[src/rtl/round_robin_mux.sv]
// Registered N-to-1 multiplexer with fixed or round-robin channel
// selection and a one-word valid/ready output stage.
module round_robin_mux #(
  parameter int WIDTH    = 64,
  parameter int CHANNELS = 4,
  parameter int SEL_W    = (CHANNELS > 1) ? $clog2(CHANNELS) : 1
) (
  input  logic                      clk,
  input  logic                      rst_n,
  input  logic [CHANNELS*WIDTH-1:0] in_data,
  input  logic [CHANNELS-1:0]       in_valid,
  output logic [CHANNELS-1:0]       in_ready,
  input  logic                      mode,
  input  logic [SEL_W-1:0]          sel,
  output logic [WIDTH-1:0]          out_data,
  output logic [SEL_W-1:0]          out_chan,
  output logic                      out_valid,
  input  logic                      out_ready
);

  localparam logic EMPTY = 1'b0;
  localparam logic FULL  = 1'b1;

  localparam logic [SEL_W-1:0] PTR_RST =
    SEL_W'(CHANNELS - 1);

  logic             state;
  logic [SEL_W-1:0] ptr;
  logic             load_en;
  logic             gnt_vld;
  logic [SEL_W-1:0] gnt;
  logic [SEL_W-1:0] ci;
  logic [WIDTH-1:0] gnt_data;
  int               c;

  assign out_valid = state;
  assign load_en   = (state == EMPTY) || out_ready;

  // Downward scan so the nearest valid channel after ptr wins.
  always_comb begin
    gnt_vld = 1'b0;
    gnt     = '0;
    c       = 0;
    ci      = '0;
    if (mode) begin
      for (int k = CHANNELS; k >= 1; k--) begin
        c = int'(ptr) + k;
        if (c >= CHANNELS) c = c - CHANNELS;
        ci = SEL_W'(c);
        if (in_valid[ci]) begin
          gnt_vld = 1'b1;
          gnt     = ci;
        end
      end
    end else begin
      for (int i = 0; i < CHANNELS; i++) begin
        if (sel == SEL_W'(i) && in_valid[i]) begin
          gnt_vld = 1'b1;
          gnt     = SEL_W'(i);
        end
      end
    end
  end

  always_comb begin
    gnt_data = '0;
    for (int i = 0; i < CHANNELS; i++) begin
      if (gnt == SEL_W'(i))
        gnt_data = in_data[i*WIDTH +: WIDTH];
    end
  end

  always_comb begin
    in_ready = '0;
    for (int i = 0; i < CHANNELS; i++) begin
      in_ready[i] = rst_n && load_en && gnt_vld
                    && (gnt == SEL_W'(i));
    end
  end

  always_ff @(posedge clk or negedge rst_n) begin
    if (!rst_n) begin
      state    <= EMPTY;
      out_data <= '0;
      out_chan <= '0;
      ptr      <= PTR_RST;
    end else if (load_en) begin
      if (gnt_vld) begin
        state    <= FULL;
        out_data <= gnt_data;
        out_chan <= gnt;
        if (mode) ptr <= gnt;
      end else begin
        state <= EMPTY;
      end
    end
  end

endmodule

[config.mk]
export PLATFORM = sky130hd
export DESIGN_NAME = round_robin_mux
export DESIGN_NICKNAME = d
export VERILOG_FILES = /design/src/rtl/round_robin_mux.sv
export SDC_FILE = /design/constraint.sdc
export NUM_CORES = 1
export LEC_CHECK = 0
export BUFFER_PORTS_ARGS = -buffer_cell sky130_fd_sc_hd__buf_2
export CAP_MARGIN = 0
export CORE_AREA = 2 2 131 133
export CTS_CLUSTER_SIZE = 16
export DETAILED_ROUTE_END_ITERATION = 8
export DIE_AREA = 0 0 133 135
export MAX_ROUTING_LAYER = met4
export PLACE_DENSITY = 0.65
export SETUP_SLACK_MARGIN = 0.2
export SYNTH_ARGS = -nofsm -noshare
export SYNTH_HDL_FRONTEND = slang
export SYNTH_SLANG_ARGS = --single-unit
[constraint.sdc]
create_clock -name clk -period 2.47 [get_ports clk]
set_clock_uncertainty 0.1 [all_clocks]
set_input_delay 0.247 -clock clk [delete_from_list [all_inputs] [get_ports clk]]
set_output_delay 0.247 -clock clk [all_outputs]
set_load 0.1 [all_outputs]
* Word level (Yosys, flattened, before mapping)
Cells that the tools add are included.
** Cells by class
- Order comparisons :: 8
- Equal/unequal tests :: 6
- Bitwise logic cells :: 1
- Add/subtract/negate cells :: 8
- Reductions and logical operators :: 15
- Multiplexer cells :: 38
** Operators by type and width (number)
- 2-to-1 mux 64 bit :: 4
- 2-to-1 mux 2 bit :: 15
- 2-to-1 mux 1 bit :: 15
- less-than comparator 2 x 3 -> 1 bit (second input constant) :: 4
- logical AND 1 bit :: 10
- >= comparator 3 bit (second input constant) :: 3
- binary-select mux 1 bit (select 2 bit) :: 4
- equality test 2 bit (second input constant) :: 4
- subtractor 2 x 1 -> 2 bit (second input constant) :: 4
- adder 2 x 2 -> 3 bit (second input constant) :: 2
- adder 2 x 3 -> 4 bit (second input constant) :: 1
- equality test 2 x 1 -> 1 bit (second input constant) :: 2
- >= comparator 4 x 3 -> 1 bit (second input constant) :: 1
- zero test 2 bit :: 2
- adder 2 x 1 -> 3 bit (second input constant) :: 1
- AND reduction 3 bit :: 1
- AND reduction 2 bit :: 1
- logical OR 1 bit :: 1
- inverter 1 bit :: 1
** Storage, ports and cells
- Bits in registers :: 69
- Input port bits :: 266
- Output and inout port bits :: 71

* Depth between registers and ports, before layout
- Word-level depth :: 16
- Mapped depth :: 9

* Worst setup path before layout
No wires, ideal clock.
- Path type :: register -> output
- From :: reg state, in the netlist out_valid
- To :: out in_ready[2]
- Arrival :: 4.325 ns
- Stages on the path, launching flop included :: 6
- Slack :: -2.202 ns
- Path through :: dfrtp_1 > nand2b_1 > o211ai_4 > buf_2 > buf_2 > nor4_1
** Between the ends
- Cells in the longest elaborated chain, start to end :: 5
** Ends and longest elaborated chain
- start: declaration :: RTL line 27 : logic state;
- start signal: assignment :: RTL line 83 : state <= EMPTY;
- start signal: assignment :: RTL line 89 : state <= FULL;
- start signal: assignment :: RTL line 94 : state <= EMPTY;
- inverter 1 bit :: RTL line 37 : assign load_en = (state == EMPTY) || out_ready;
- logical OR 1 bit :: RTL line 37
- logical AND 1 bit (2 in series) :: RTL line 76 : in_ready[i] = rst_n && load_en && gnt_vld
- logical AND 1 bit :: RTL line 77 : && (gnt == SEL_W'(i));
- end: declaration :: RTL line 12 : output logic [CHANNELS-1:0] in_ready,
No other way between the ends.

* Worst setup path in the final report
- From :: reg ptr[1]
- To :: out in_ready[2]
** Between the ends
- Cells in the longest elaborated chain, start to end :: 13
- Elaborated cells between the ends (all ways) :: 41
** Ends and longest elaborated chain
- start: declaration :: RTL line 28 : logic [SEL_W-1:0] ptr;
- start signal: assignment :: RTL line 92 : if (mode) ptr <= gnt;
- adder 2 x 3 -> 4 bit :: RTL line 47 : c = int'(ptr) + k;
- >= comparator 4 x 3 -> 1 bit / subtractor 2 x 1 -> 2 bit (equally long branches) :: RTL line 48 : if (c >= CHANNELS) c = c - CHANNELS;
- 2-to-1 mux 2 bit :: RTL line 48
- 2-to-1 mux 2 bit :: RTL line 45 : if (mode) begin
- binary-select mux 1 bit (select 2 bit) :: RTL line 50 : if (in_valid[ci]) begin
- 2-to-1 mux 1 bit (not written as such) :: RTL line 50
- 2-to-1 mux 2 bit / 2-to-1 mux 1 bit (equally long branches) (4 in series) :: RTL line 50
- 2-to-1 mux 2 bit / 2-to-1 mux 1 bit (equally long branches) :: RTL line 45
- equality test 2 bit / logical AND 1 bit (equally long branches) :: RTL line 77, 76
- logical AND 1 bit * :: RTL line 77
Mark *: on every way between the ends. The rest lies on a longest branch, timed or not. The select of a mux whose other input is x is not followed.

==> summary.txt <==
status = completed
Clock Pin Slew Worst Setup and Hold Paths = 0.06 ns
hold_buf cts = 0
largest net degree at the start of global routing = 70
Iter 0 DRT Violations = 90
Worst Hold Class = in2async
Worst Slack Setup Final = 0.0500 ns
peak supply drop = 677 uV
Post-synth EDFFs = 0
Yosys cell types = 34
Mapped Area = 4770 um2
ys flop type = dfrtp_1
clk buf depth = 2
critical path capture point type = primary output
CTS tree = yes
final WL = 17700 um
drt pass-1 iters = 5
vias in the first global route = 4841
Initial Utilization = 29.1%
HPWL Detailed = 11700 um
DR WL/cell = 17.7 um
largest cells by area after synthesis = dfrtp_1, mux2i_1, o221ai_2, nand2_1, buf_2
Final Hold Fails = 0
port buffer count = 336
Placeable Area = 16400 um2
height of the die = 135 um
Max Fclk = 0.413 GHz
GPL Wtd Cong = 0.791
dpl ws = 0.193 ns
Leak = 3.94 nW
Placed Instance Area = 6880 um2
CP required = 2.12 ns
ANT cells = 0
Die W = 133 um
Final period util = 98.0%
io pins = 337
DR DRC count = 0
Max H-tree Level = 3
synth warn = 0
GRT Total Usage = 17.4%
cell row count = 47
sequential-to-total area share from yosys stat = 36.3%
Via Count = 4853
CP max-delay cell = dfstp_2
syn nets = 680
post-synth top area share = 35.2%
RSZ-0062 raised after global routing = yes
CP Data Arrival Time = 2.07 ns
P per Cell Area = 1130 nW/um2
largest stage delay on the critical path = 0.58 ns
Non-Filler Instances = 999
Synth Register Bits = 69
total die area = 18000 um2
design area = 8490 um2
crit path buf inv count = 2
fraction of registers with async set/reset = 100%
first-pass GRT wire length = 24200 um
max cap viols = 0
Placed Cells incl. Taps = 951
worst-path fanout max = 7
crit-path cells = and3_4 > o41ai_2 > buf_4 > or2_4 > nor4_4 > buf_12
min Tclk post-route = 2.42 ns
Post-synth top cells = mux2i_1, nand2_1, dfrtp_1, o221ai_2, buf_2
Rel. slew slack = 39.6%
Worst Path Class, Setup = reg2out
CTS root buffer = clkbuf_16
Setup Viol. Count Final = 0
Top delay family on crit path = simple AND/OR/NAND/NOR gates
max-slew violations = 0
mean post-synth cell area = 11.5 um2
area grow syn2layout = 78.1%
clk_lat worst skew = 0.33 ns
layout cells sized above 1 = 73.9%
Final ANT Viol Nets = 0
CTS buffer count = 9
most instantiated library cell after synthesis = mux2i_1
clk sinks = 69
CP Launch Type = flip-flop
DR vias/cell = 4.86
Synth area leader = dfrtp_1
fin nets = 1040
Synth Instances = 414
Remaining Overflow, GRT = 0
power consumption = 0.00958 W
Least-Margin Pin Slew = 0.906 ns
antenna violations before repair = 0
## flip-flops by register name, indices dropped and copies added, names as in the netlist
name,flops
out_data,64
out_chan,2
ptr,2
out_valid,1
## area by class of cell
type                    instances  area [um2]
flip-flops and latches         69        1730
clock buffers                  12         256
well taps                     220         275
fillers                      1399        7910
inverters                       4        15.0
repair buffers                386        2500
clock inverters                 4        70.1
multi-input cells             304        3650
## through the flow
stage / TNS [ns] / utilization [%] / hold WS [ns]
floorplan: -0.383 / - / -0.149
finish: 0 / 51.8 / 0.0835
global route: -0.0477 / 51.8 / 0.126
global placement: 0 / 41.9 / 0.359
CTS: 0 / 44.9 / 0.104
detailed placement: 0 / 41.9 / 0.368
## power by group
group	internal [W]	total (W)	switching (W)
Sequential	0.00155	0.00180	0.000243
Clock	0.000936	0.00143	0.000489
Combinational	0.00184	0.00635	0.00451
## per-layer routing
metal / vias up / routed length, um / global-route usage (%)
li1: 2316 / - / -
met1: 2277 / 6820 / 19.4
met2: 236 / 9400 / 31.7
met3: 24 / 1140 / 3.19
met4: 0 / 306 / 5.26
met5: - / 0 / -
## final timing paths
kind,from,end,slack (ns),cells past startpoint
setup / recovery,ptr[1],in_ready[2],0.05,6
hold / removal,rst_n,out_data[57],0.08,2
setup reg to reg,ptr[1],out_data[15],0.08,11
hold reg to reg,out_data[22],out_data[22],0.38,2
max in group asynchronous,rst_n,out_valid,1.52,2
min in group clk,out_ready,out_valid,0.13,3
## cells in the final DEF (no fill, tap or decap), drive strengths merged, types with 3 or more instances in the layout
cell    Yosys  layout
nand2      71      71
dfrtp      67      67
nand2b      3       3
buf        32     379
nand3       3       3
mux2i     129     129
a21oi       5       5
inv         4       4
nor4        3       3
o21ai       4       4
nor2        4       4
clkbuf      5      19
o221ai     64      64
## cell families after synthesis
kind of cell / count (synthesis) / share of synthesized area, %
AO/OA/AOI/OAI: 84 / 23.4
buffers and inverters: 41 / 5.14
AND/OR/NAND/NOR: 90 / 7.90
multiplexers: 130 / 27.3
flip-flops: 69 / 36.3
## timing repair
| action | CTS | global route |
|---|---|---|
| pin swaps | 5 | 4 |
| setup buffers | 10 | 11 |
| resized for setup | 11 | 156 |
| gates cloned | 1 | 10 |
| endpoints found under the setup margin | 5 | 65 |
No activity file was read; power rests on OpenSTA's default activity.
